<file path="src/rtl/sfu_pkg.sv">
// rtl/sfu_pkg.sv - shared SFU request types, operation codes and legality helper
package sfu_pkg;

  localparam int SELOP_W = 3;
  localparam int DATA_W  = 32;

  localparam logic [SELOP_W-1:0] SELOP_SIN = 3'd0;
  localparam logic [SELOP_W-1:0] SELOP_COS = 3'd1;
  localparam logic [SELOP_W-1:0] SELOP_EXP = 3'd2;
  localparam logic [SELOP_W-1:0] SELOP_LOG = 3'd3;
  localparam logic [SELOP_W-1:0] SELOP_RSQ = 3'd4;
  localparam logic [SELOP_W-1:0] SELOP_RCP = 3'd5;

  typedef struct packed {
    logic [SELOP_W-1:0] selop;
    logic [DATA_W-1:0]  data;
  } sfu_req_t;

  function automatic logic is_legal_selop(input logic [SELOP_W-1:0] selop);
    return selop <= SELOP_RCP;
  endfunction

endpackage

</file>
<file path="src/rtl/sfu_req_fifo.sv">
// rtl/sfu_req_fifo.sv - DEPTH-entry request FIFO with occupancy count and flush
module sfu_req_fifo
  import sfu_pkg::*;
#(
  parameter int DEPTH = 4
) (
  input  logic                     clk,
  input  logic                     rst,
  input  logic                     push_i,
  input  sfu_req_t                 entry_i,
  input  logic                     pop_i,
  input  logic                     flush_i,
  output sfu_req_t                 head_o,
  output logic [$clog2(DEPTH):0]   count_o
);

  localparam int PTR_W = $clog2(DEPTH);
  localparam int CNT_W = PTR_W + 1;

  sfu_req_t           mem_q [DEPTH];
  logic [PTR_W-1:0]   rd_ptr_q, rd_ptr_d;
  logic [PTR_W-1:0]   wr_ptr_q, wr_ptr_d;
  logic [CNT_W-1:0]   count_q, count_d;
  logic               do_push, do_pop;

  // Flush wins over both ends; the caller guarantees push only when not full, pop only when not empty.
  assign do_push = push_i && !flush_i;
  assign do_pop  = pop_i && !flush_i;

  always_comb begin
    rd_ptr_d = rd_ptr_q;
    wr_ptr_d = wr_ptr_q;
    count_d  = count_q;
    if (flush_i) begin
      rd_ptr_d = '0;
      wr_ptr_d = '0;
      count_d  = '0;
    end else begin
      if (do_push) wr_ptr_d = wr_ptr_q + 1'b1;
      if (do_pop)  rd_ptr_d = rd_ptr_q + 1'b1;
      case ({do_push, do_pop})
        2'b10:   count_d = count_q + 1'b1;
        2'b01:   count_d = count_q - 1'b1;
        default: count_d = count_q;
      endcase
    end
  end

  always_ff @(posedge clk or negedge rst) begin
    if (!rst) begin
      rd_ptr_q <= '0;
      wr_ptr_q <= '0;
      count_q  <= '0;
      for (int i = 0; i < DEPTH; i++) mem_q[i] <= '0;
    end else begin
      rd_ptr_q <= rd_ptr_d;
      wr_ptr_q <= wr_ptr_d;
      count_q  <= count_d;
      if (do_push) mem_q[wr_ptr_q] <= entry_i;
    end
  end

  assign head_o  = (count_q != '0) ? mem_q[rd_ptr_q] : '0;
  assign count_o = count_q;

endmodule

</file>
<file path="src/rtl/sfu_issue_queue.sv">
// rtl/sfu_issue_queue.sv - buffers core SFU requests and issues them under an in-flight credit limit
module sfu_issue_queue
  import sfu_pkg::*;
#(
  parameter int DEPTH   = 4,
  parameter int MAX_OUT = 2
) (
  input  logic                     clk,
  input  logic                     rst,
  input  logic                     in_valid_i,
  output logic                     in_ready_o,
  input  logic [SELOP_W-1:0]       in_selop_i,
  input  logic [DATA_W-1:0]        in_data_i,
  input  logic                     flush_i,
  output logic                     valid_o,
  output logic [SELOP_W-1:0]       selop_o,
  output logic [DATA_W-1:0]        data_o,
  input  logic                     sfu_ready_i,
  input  logic                     done_i,
  output logic [$clog2(DEPTH):0]   count_o,
  output logic [1:0]               err_o
);

  localparam int CNT_W = $clog2(DEPTH) + 1;
  localparam int CR_W  = $clog2(MAX_OUT + 1);

  logic [CNT_W-1:0] count;
  logic [CR_W-1:0]  credits_q, credits_d;
  logic [1:0]       err_q, err_d;
  logic             accept, legal, push, issue;
  sfu_req_t         entry, head;

  assign in_ready_o = (count < CNT_W'(DEPTH));
  assign accept     = in_valid_i && in_ready_o;
  assign legal      = is_legal_selop(in_selop_i);
  assign push       = accept && legal;
  assign valid_o    = (count != '0) && (credits_q != '0);
  // Same condition the SFU controller uses to take the operation.
  assign issue      = valid_o && sfu_ready_i;

  assign entry.selop = in_selop_i;
  assign entry.data  = in_data_i;

  sfu_req_fifo #(.DEPTH(DEPTH)) u_fifo (
    .clk     (clk),
    .rst     (rst),
    .push_i  (push),
    .entry_i (entry),
    .pop_i   (issue),
    .flush_i (flush_i),
    .head_o  (head),
    .count_o (count)
  );

  always_comb begin
    credits_d = credits_q;
    err_d     = err_q;
    if (accept && !legal) err_d[0] = 1'b1;
    case ({issue, done_i})
      2'b10: credits_d = credits_q - 1'b1;
      2'b01: begin
        // A retire with nothing outstanding is a protocol error; credits saturate.
        if (credits_q == CR_W'(MAX_OUT)) err_d[1] = 1'b1;
        else                             credits_d = credits_q + 1'b1;
      end
      default: credits_d = credits_q;
    endcase
  end

  always_ff @(posedge clk or negedge rst) begin
    if (!rst) begin
      credits_q <= CR_W'(MAX_OUT);
      err_q     <= '0;
    end else begin
      credits_q <= credits_d;
      err_q     <= err_d;
    end
  end

  assign selop_o = head.selop;
  assign data_o  = head.data;
  assign count_o = count;
  assign err_o   = err_q;

endmodule
</file>
<file path="config.mk">
export PLATFORM = sky130hd
export DESIGN_NAME = sfu_issue_queue
export DESIGN_NICKNAME = d
export VERILOG_FILES = /design/src/rtl/sfu_pkg.sv /design/src/rtl/sfu_req_fifo.sv /design/src/rtl/sfu_issue_queue.sv
export SDC_FILE = /design/constraint.sdc
export NUM_CORES = 1
export LEC_CHECK = 0
export BUFFER_PORTS_ARGS = -buffer_cell sky130_fd_sc_hd__buf_4
export CORE_UTILIZATION = 60
export CTS_CLUSTER_SIZE = 16
export DETAILED_ROUTE_END_ITERATION = 10
export HOLD_SLACK_MARGIN = 0.03
export MAX_ROUTING_LAYER = met4
export PLACE_DENSITY = 0.84
export SETUP_SLACK_MARGIN = 0.15
export SYNTH_ARGS = -nofsm -noshare
export SYNTH_HDL_FRONTEND = slang
export SYNTH_SLANG_ARGS = --single-unit
</file>
<file path="constraint.sdc">
create_clock -name clk -period 5.6 [get_ports clk]
set_input_delay 1.68 -clock clk [delete_from_list [all_inputs] [get_ports clk]]
set_output_delay 1.68 -clock clk [all_outputs]
set_load 0.05 [all_outputs]
</file>
# == Word-level counts from Yosys, hierarchy flattened ==
# Cells that the tools add are included.
# Widths: inputs -> output; s select.
# totals
register_bits,151
input_bits,41
output_inout_bits,42
# op_classes
add_sub_neg,6
eq_ne,6
muxes,15
n_bitwise,2
order_cmp,5
n_reduce_logical,18
# op_table
operator,n
$bwmux 140,1
$mux 35,4
$bmux 35 s2,1
$demux 35 s2,1
$mux 2,5
$logic_and 1x1->1,8
$reduce_bool 2->1,4
$add 2x1->2 const B,3
$eq 2x2->1 const B,3
$ge 3x3->1 const B,2
$not 2->3,2
$pmux 3 s2,1
$reduce_bool 3->1,2
$eq 2x1->1 const B,2
$pmux 2 s2,1
$reduce_and 2->1,2
$add 3x1->3 const B,1
$le 3x3->1 const B,1
$lt 3x1->1 const B,1
$lt 3x3->1 const B,1
$mux 3,1
$sub 3x1->3 const B,1
$logic_not 1->1,2
$ne 2x2->1 const B,1
$sub 2x1->2 const B,1

# == Depth between registers and ports, before layout ==
# Gate-level depths: netlist (run 1).
# logic_depth
ltp_word,7
ltp_mapped,7
mapped_depth_nobuf,6

# == By module ==
# Synthesis (run 1) repeated with hierarchy kept, for this count alone.
# hier_totals
hier_cells,441
hier_area_um2,7662.3
# by_module_without_submodules
module,n_inst,seq_area_each_um2,cells_each,area_each_um2
sfu_req_fifo,1,3678.5,416,7423.4
sfu_issue_queue,1,101.3,25,239.0

# == Least setup slack after synthesis (run 1) ==
# OpenSTA, ideal clock, no wires.
# synth_timing
path_type,reg-to-output
start,"register u_fifo.count_q[2], in the netlist u_fifo.count_o[2]"
end,output port data_o[30]
required_time_ns,3.920
arrival_ns,1.969
stages_incl_launch_ff,5
setup_slack_ns,1.951
path_buffers,2
cell_sequence,dfrtp_1 > buf_6 > nor3_1 > clkbuf_1 > and2b_1
# synth_via
elab_chain_len,2
# synth_lines
item,line,source
start: declaration,sfu_req_fifo.sv:23,"logic [CNT_W-1:0] count_q, count_d;"
start signal: assignment,sfu_req_fifo.sv:58,count_q <= count_d;
$reduce_bool 3->1,sfu_req_fifo.sv:63,assign head_o = (count_q != '0) ? mem_q[rd_ptr_q] : '0;
$mux 35,sfu_req_fifo.sv:63,
end: declaration,sfu_issue_queue.sv:17,"output logic [DATA_W-1:0] data_o,"
# Every way passes these cells.

# == Worst setup path in the final report (run 1) ==
# layout_timing
start,register u_fifo.rd_ptr_q[0]
end,output port selop_o[0]
# layout_via
elab_chain_len,5
# layout_lines
item,line,source
start: declaration,sfu_req_fifo.sv:21,"logic [PTR_W-1:0] rd_ptr_q, rd_ptr_d;"
start signal: assignment,sfu_req_fifo.sv:56,rd_ptr_q <= rd_ptr_d;
$not 2->3 (implied by the code),sfu_req_fifo.sv:63,
$bmux 35 s2,sfu_req_fifo.sv:63,
$mux 35 (implied by the code) (2 in series),sfu_req_fifo.sv:63,
$mux 35,sfu_req_fifo.sv:63,
end: declaration,sfu_issue_queue.sv:16,"output logic [SELOP_W-1:0] selop_o,"
# Every way passes these cells. The select of a mux whose other input is x is not followed.

==> impl_results.md, run 1 <==
* Synth Area in Adders at around 1.0%
* Post CTS Setup Buffer Count at 0
* Count of flip-flops with a built-in enable after synthesis at 0
* Clk Latency, worst-skew pair at 0.42 ns
* Clock tree buffer depth at 2
* Data arrival time of the critical path at roughly 2.6 ns
* Largest clock skew in the final design at approximately 0.01 ns
* R2r startpoint: u_fifo.count_o[2]
* Sum of negative setup slack at 0 ns
* Part of the Yosys area used for sequential elements at a little over half
* Pre-CTS setup slack at 1.66 ns
* Number of rows created at floorplan at 39
* Timing-limited maximum frequency at approximately 230 MHz
* Internal power component at 3.12 mW
* Min-Delay Startpoint: err_o[1]
* Data required time of the worst path at 3.92 ns
* Overall via count from detail_route at just over 4000
* Cell area after placement at about 7600 um^2
* Final Net Count at between 500 and 600
* Boundary pin count at just over 80
* Final standard cell count with taps included and fillers excluded at 680
* Detailed-route wire length per cell at 20.3 um
* Cell Area, Synth at 7000 um^2
* Transition time of the tightest slew-check pin at between 1 and 1.5 ns
* First DRT Iteration DRCs at roughly 200
* Setup violators final at 0
* Routability congestion estimate at roughly 0.75
* Clock-pin transition on the worst setup and hold timing paths at ~0.06 ns
* Flop pwr share at between 30% and 40%
* Worst Setup Start Kind: flip-flop
* Global-route wire length before repair at 22000 um
* Maximum ir drop on the vdd rail at 358 uV
* Aggregate global-route resource usage at between 20% and 30%
* Via count of the first global-routing pass at ~4400
* Share of total power in combinational logic at between 30% and 40%
* Sw Share at around a third
* Number of antenna violations at the first check in global routing at 0
* Buffer type at the clock tree root: sky130_fd_sc_hd__clkbuf_16
* Commonest non-fill, non-tap cell in the layout: sky130_fd_sc_hd__dfrtp_1
* DRC errors left at 0
* Area Overhead vs Synth at 17.7%
* Post-synthesis net count at roughly 490
* Worst slew margin at about a quarter
* Maximum number of pins on one net before global-route repair at between 100 and 150
* Slack of the worst reg-to-reg path at 3.29 ns
* Endpoint with the worst hold slack: err_o[1]
* Outcome: complete, no violations
* Crit share post-route at between 70% and 80%
* Cell Pwr Density at 575 nW/um^2
* # port buffers at 82
* Final Max Slew Viols at 0
* Finished Core Util at between 70% and 80%
* Worst hold path depth at 1
* Horizontal die dimension at ~110 um
* Total half-perimeter wirelength after legalization and detailed placement at 8170 um
* Unrepaired setup endpoints after global routing: no
* Part of the total power dissipated in the clock network at 24.5%
* Dominant combinational cell family by area after synthesis: multiplexers
* Htree depth at 4
* Commonest non-fill, non-tap cells in the layout: sky130_fd_sc_hd__dfrtp_1 (148), sky130_fd_sc_hd__mux2_2 (140), sky130_fd_sc_hd__buf_4 (84)
* Post-synthesis xor/xnor area fraction at less than 1%
* Path type of the worst setup path: reg -> out
* Total routed wirelength at about 14000 um
* Overall Power at around 4.7 mW
* Diodes inserted at 0
* Proportion of synthesized area in mux cells at between 30% and 40%
* Final worst setup slack at roughly 1.3 ns
* CTS tree: yes
* Area fraction in and, or, nand and nor cells after synthesis at approximately 5.3%
* Number of instances in the placed design at around 650
* Global-route congestion overflow total at 0
* Number of distinct standard cells referenced by the synthesized netlist at 36
* Die extent in y at around 110 um
* Reg-to-reg endpoint: u_fifo.count_o[2]
* Hold Buf Count CTS at 0
* Reported max-cap violation count at 0
* Number of instances resized during post-cts repair at 0
* Predominant post-synthesis flop cell: sky130_fd_sc_hd__dfrtp_1
* Count of warnings emitted by yosys at 0
* Starting density of the core at 61.6%
* Maximum fanout count along the critical path at 21
* Complex-gate fraction of the synthesized area at approximately 2.3%
* Count of mapped cells out of synthesis at ~450
* Period minus WS final at around 4.3 ns
* Switch Pwr at about 1.6 mW
* Pre-Repair DR Iteration Count at 4
* Share of flip-flops with an asynchronous set or reset at 100%
* Remaining antenna violation count after routing at 0
* Overall die area at approximately 12000 um^2
* Register-to-Register Path Depth at 6
* Number of CTS-inserted buffers at 17
* Pleak at approximately 3.8 nW
* Classification of the worst-slack hold path: reg -> reg
* Synth Register Bits at ~150
* Vias/cell at around 6.0
* Worst Setup End Kind: output port
* Total count of hold-check failures in the final report at 0
* Total core area at 11400 um^2
* Worst hold slack at between 0.4 and 0.5 ns
* Clk sink count at about 150
* Fraction of final layout cells with drive strength greater than 1 at between 50% and 60%
* Synth Area per Inst at around 16 um^2
* Final design area excluding fillers at just over 8000 um^2
==> registers in the layout, summed over array words and instances (netlist names) <==
name,count
u_fifo.wr_ptr_q,2
u_fifo.rd_ptr_q,2
u_fifo.count_o,3
err_o,2
u_fifo.mem_q,140
credits_q,2
==> routing by layer <==
layer | vias to the layer above | track usage (%) | wire, um
li1 | 1795 | - | -
met1 | 2167 | 32.4 | 6070
met2 | 109 | 41.8 | 6920
met3 | 16 | 5.70 | 618
met4 | 0 | 8.57 | 168
met5 | - | - | 0
==> worst max-delay path by stage <==
| stage | startpoint | endpoint | slack, ns | cells past startpoint |
|---|---|---|---|---|
| after floorplan | u_fifo.count_o[2] | data_o[30] | 1.95 | 4 |
| after global placement | u_fifo.rd_ptr_q[0] | selop_o[0] | 1.68 | 4 |
| after detailed placement | u_fifo.rd_ptr_q[0] | data_o[26] | 1.66 | 4 |
| after CTS | u_fifo.rd_ptr_q[0] | data_o[26] | 1.20 | 4 |
| after global routing | u_fifo.rd_ptr_q[0] | data_o[26] | 1.11 | 4 |
| final | u_fifo.rd_ptr_q[0] | selop_o[0] | 1.28 | 4 |
==> final cells by class <==
| type | count | area (um^2) |
|---|---|---|
| clock buffers | 24 | 492 |
| clock inverters | 7 | 118 |
| fillers | 731 | 3130 |
| inverters | 5 | 18.8 |
| multi-input cells | 265 | 3000 |
| flip-flops and latches | 151 | 3780 |
| well taps | 143 | 179 |
| repair buffers | 85 | 642 |
==> critical path, cell delays in order (launching register included) <==
cell	delay (ns)
sky130_fd_sc_hd__dfrtp_2	0.81
sky130_fd_sc_hd__buf_4	0.46
sky130_fd_sc_hd__mux4_2	0.54
sky130_fd_sc_hd__nor2b_1	0.17
sky130_fd_sc_hd__buf_4	0.22
==> Yosys cell counts (2+ instances only) <==
cell | number | area (um^2)
sky130_fd_sc_hd__a211oi_1 | 3 | 22.5
sky130_fd_sc_hd__a21oi_1 | 5 | 25.0
sky130_fd_sc_hd__a41o_1 | 2 | 20.0
sky130_fd_sc_hd__and2b_1 | 11 | 82.6
sky130_fd_sc_hd__buf_2 | 5 | 25.0
sky130_fd_sc_hd__buf_6 | 13 | 146
sky130_fd_sc_hd__clkbuf_1 | 7 | 26.3
sky130_fd_sc_hd__dfrtp_1 | 150 | 3750
sky130_fd_sc_hd__ha_1 | 4 | 50.1
sky130_fd_sc_hd__inv_1 | 5 | 18.8
sky130_fd_sc_hd__mux2_2 | 140 | 1580
sky130_fd_sc_hd__mux4_2 | 35 | 788
sky130_fd_sc_hd__nand2_1 | 3 | 11.3
sky130_fd_sc_hd__nand2_2 | 4 | 25.0
sky130_fd_sc_hd__nor2_1 | 8 | 30.0
sky130_fd_sc_hd__nor2b_1 | 24 | 150
sky130_fd_sc_hd__nor3_1 | 4 | 20.0
sky130_fd_sc_hd__o21ai_0 | 4 | 20.0
sky130_fd_sc_hd__xnor2_1 | 2 | 17.5
sky130_fd_sc_hd__xor2_1 | 2 | 17.5
==> logic make-up (layout without fill, tap and decap cells) <==
kind of cell    count (synthesis)  in the layout
fa+ha+maj                       5              5
buf+inv                        31            121
mux                           175            175
flops                         151            151
compound gates                 21             21
xor+xnor                        4              4
simple gates                   60             60
==> power groups by stage <==
stage | Sequential, mW | Clock [mW] | Combinational (mW)
finish | 1.78 | 1.16 | 1.80
detailed placement | 1.79 | 0 | 1.80
global placement | 1.76 | 0 | 1.75
CTS | 1.78 | 1.18 | 1.81
global route | 1.83 | 1.23 | 1.91
floorplan | 1.68 | 0 | 1.41
Note: power is estimated with default switching activity, not from simulation.
==> inputs of run 2 (changes only) <==
--- a/config.mk
+++ b/config.mk
@@ -5,13 +5,14 @@
 export SDC_FILE = /design/constraint.sdc
 export NUM_CORES = 1
 export LEC_CHECK = 0
+export ABC_AREA = 1
 export BUFFER_PORTS_ARGS = -buffer_cell sky130_fd_sc_hd__buf_4
-export CORE_UTILIZATION = 60
+export CORE_UTILIZATION = 59
 export CTS_CLUSTER_SIZE = 16
 export DETAILED_ROUTE_END_ITERATION = 10
 export HOLD_SLACK_MARGIN = 0.03
 export MAX_ROUTING_LAYER = met4
-export PLACE_DENSITY = 0.84
+export PLACE_DENSITY = 0.82
 export SETUP_SLACK_MARGIN = 0.15
 export SYNTH_ARGS = -nofsm -noshare
 export SYNTH_HDL_FRONTEND = slang
==> constraint.sdc (replaced) <==
create_clock -name clk -period 4.4 [get_ports clk]
set_input_delay 1.32 -clock clk [delete_from_list [all_inputs] [get_ports clk]]
set_output_delay 1.32 -clock clk [all_outputs]
set_load 0.05 [all_outputs]
==> impl_results.md, run 2 <==
* Register-to-Register Path Depth at 10
* Sum of met2 wire segment lengths after detailed routing at approximately 7800 um
* Cell Chain, Critical Path: buf_4 > nor2_1 > nor2_1 > o21ai_0 > a21oi_1 > buf_4
* Proportion of synthesized area in mux cells at 0%
* Htree depth at 4
* Synth Area per Inst at around 8.7 um^2
* Dominant combinational cell family by area after synthesis: compound AO/OA/AOI/OAI gates
* Unrepaired setup endpoints after global routing: no
* Global-route wire length before repair at roughly 27000 um
* Clock tree buffer depth at 2
* Reported max-cap violation count at 0
* Final Max Slew Viols at 0
* Largest register FFs at 140
* Maximum number of pins on one net before global-route repair at 94
* Reg with most FFs: u_fifo.mem_q
* Leading cell type by number of instances after synthesis: sky130_fd_sc_hd__nand2_1
* Maximum ir drop on the vdd rail at about 450 uV
* Largest clock skew in the final design at about 0.0063 ns
* Final standard cell count with taps included and fillers excluded at about 1100
* Boundary pin count at 83
* Transition time of the tightest slew-check pin at just under 0.9 ns
* Data required time of the worst path at ~3.1 ns
* Critical-path cell with the highest stage delay: sky130_fd_sc_hd__buf_4
* Number of instances in the placed design at just over 1000
* Finished Core Util at 69.2%
* WL met1 at 7050 um
* Worst slew margin at about two fifths
* Total half-perimeter wirelength after legalization and detailed placement at roughly 9000 um
* Buffer type at the clock tree root: sky130_fd_sc_hd__clkbuf_16
* Clk sink count at roughly 150
* Number of rows created at floorplan at 40
* Total routed wirelength at 15800 um
* Routability congestion estimate at 0.742
* Post-synthesis net count at 884
* Synth Register Bits at between 150 and 200
* Starting density of the core at approximately 60%
* Overall die area at between 10000 and 15000 um^2
* Pleak at 4.05 nW
* Sw Share at approximately 43%
* Pre-CTS setup slack at 1.33 ns
* CTS tree: yes
* Count of flip-flops with a built-in enable after synthesis at 0
* R2r startpoint: u_fifo.count_o[0]
* Post-synthesis xor/xnor area fraction at 0.120%
* Number of instances resized during post-cts repair at 0
* Share of flip-flops with an asynchronous set or reset at 100%
* Setup violators final at 0
* Fraction of final layout cells with drive strength greater than 1 at 21.8%
* Classification of the worst-slack hold path: reg -> reg
* Internal power component at between 3 and 4 mW
* Endpoint with the worst hold slack: err_o[0]
* Remaining antenna violation count after routing at 0
* Worst hold path depth at 1
* Outcome: complete, no violations
* Total core area at around 12000 um^2
* Aggregate global-route resource usage at between 20% and 30%
* Maximum fanout count along the critical path at 70
* Clock-pin transition on the worst setup and hold timing paths at around 0.06 ns
* Worst Setup Start Kind: flip-flop
* Cell Pwr Density at ~800 nW/um^2
* Commonest non-fill, non-tap cells in the layout: sky130_fd_sc_hd__nand2_1 (166), sky130_fd_sc_hd__dfrtp_1 (149), sky130_fd_sc_hd__nor2_1 (144)
* Worst Setup End Kind: output port
* Fraction of post-synthesis cell area in the top cell type by area at between 50% and 60%
* Diodes inserted at 0
* Flop pwr share at roughly 34%
* Number of distinct standard cells referenced by the synthesized netlist at 30
* Synth Area in Adders at 0.962%
* Sum of negative setup slack at 0 ns
* Timing-limited maximum frequency at 282 MHz
* Slack of the worst reg-to-reg path at roughly 2.5 ns
* Die extent in y at 113 um
* Predominant post-synthesis flop cell: sky130_fd_sc_hd__dfrtp_1
* Commonest non-fill, non-tap cell in the layout: sky130_fd_sc_hd__nand2_1
* Part of the Yosys area used for sequential elements at 51.9%
* Cell Area, Synth at 7280 um^2
* Area Overhead vs Synth at 14.1%
* DRC errors left at 0
* Reg-to-reg endpoint: u_fifo.count_o[2]
* Number of CTS-inserted buffers at 17
* Ranking of synthesized cells by area: sky130_fd_sc_hd__dfrtp_1 (52%), sky130_fd_sc_hd__nand2_1 (8.6%), sky130_fd_sc_hd__o21ai_2 (7.7%)
* Largest area contributor in the synthesized netlist: sky130_fd_sc_hd__dfrtp_1
* Final Net Count at 938
* Count of warnings emitted by yosys at 0
* Switch Pwr at between 2 and 3 mW
* Path type of the worst setup path: reg -> out
* Share of total power in combinational logic at a little over two fifths
* Topmost layer with routed signal wires: met4
* Overall via count from detail_route at slightly below 6000
* Data arrival time of the critical path at 2.22 ns
* Global-route congestion overflow total at 0
* Horizontal die dimension at approximately 110 um
* Filler instances at 977
* Count of mapped cells out of synthesis at 838
* Most instantiated cells after synthesis: sky130_fd_sc_hd__nand2_1 (166), sky130_fd_sc_hd__dfrtp_1 (150), sky130_fd_sc_hd__nor2_1 (144)
* Hold Buf Count CTS at 0
* Detailed-route wire length per cell at 15.0 um
* Complex-gate fraction of the synthesized area at a little over a fifth
* Min-Delay Startpoint: err_o[0]
* # port buffers at approximately 80
* Crit-path max cell delay at a little under 0.6 ns
* Area fraction in and, or, nand and nor cells after synthesis at approximately 17%
* Pre-Repair DR Iteration Count at 6
* Met3 Routed Length at 722 um
* First DRT Iteration DRCs at a little over 600
* Post CTS Setup Buffer Count at 0
* Final worst setup slack at approximately 0.86 ns
* Crit share post-route at 80.5%
* Clk Latency, worst-skew pair at roughly 0.42 ns
* Period minus WS final at 3.54 ns
* Via count of the first global-routing pass at approximately 5400
* Vias/cell at ~5.6
* Total count of hold-check failures in the final report at 0
* Number of antenna violations at the first check in global routing at 0
* Critical Path Start: u_fifo.rd_ptr_q[0]
* Part of the total power dissipated in the clock network at 22.1%
[run 2: cell count changes after synthesis, sizes merged, moves of 4 or more]
cell	before	now
nor2	8	145
and2b	11	0
clkbuf	7	19
buf	19	34
mux2	140	0
nand3	1	5
nand2	7	171
inv	5	47
nor2b	24	0
mux4	35	0
a211oi	4	0
a21oi	5	39
nor3	5	0
o21ai	4	215
[run 2: cells by family (layout without fill, tap and decap cells)]
group | after synthesis | count (layout)
compound gates | 257 | 257
buf+inv | 101 | 166
simple gates | 323 | 323
xor+xnor | 1 | 1
fa+ha+maj | 5 | 5
flops | 151 | 151
[run 2: worst max-delay path, delay by kind of cell, from the launching register on]
family	cells	cell delay, ns
buffers and inverters	2	0.83
flip-flops	1	0.36
AO/OA/AOI/OAI	2	0.32
AND/OR/NAND/NOR	2	0.22
[run 2: power by group through the flow]
stage               Clock, mW  Combinational [mW]  Sequential [mW]
global route             1.56                3.19             2.34
global placement            0                2.85             2.26
finish                   1.48                2.91             2.28
floorplan                   0                2.19             2.24
detailed placement          0                2.90             2.28
CTS                      1.49                2.93             2.27
[run 2: final cells by class]
cell class                      count  area [um^2]  share of cell area (%)
Tap cell                          147          184                    2.21
Clock inverter                     11          158                    1.90
Timing Repair Buffer               88          677                    8.15
Clock buffer                       19          433                    5.21
Sequential cell                   151         3780                    45.5
Multi-Input combinational cell    586         2890                    34.8
Inverter                           48          183                    2.20
[run 2: worst max path at each step]
stage	to	slack [ns]
floorplan	data_o[14]	0.93
global placement	data_o[27]	1.35
detailed placement	selop_o[1]	1.33
CTS	data_o[9]	0.86
global route	data_o[27]	0.69
finish	data_o[27]	0.86
[run 2: stage by stage]
| step | hold slack (ns) | total power, mW | area (um^2) |
|---|---|---|---|
| global route | 0.489 | 7.09 | 8310 |
| CTS | 0.471 | 6.69 | 8310 |
| detailed placement | 0.458 | 5.18 | 7720 |
| finish | 0.470 | 6.67 | 8310 |
| floorplan | 0.450 | 4.44 | 7280 |
| global placement | 0.454 | 5.11 | 7720 |
[run 2: layer usage]
layer | GRT usage (%) | up-vias
met3 | 6.11 | 16
li1 | - | 2831
met5 | - | -
met2 | 44.6 | 161
met4 | 6.75 | 0
met1 | 35.1 | 2833
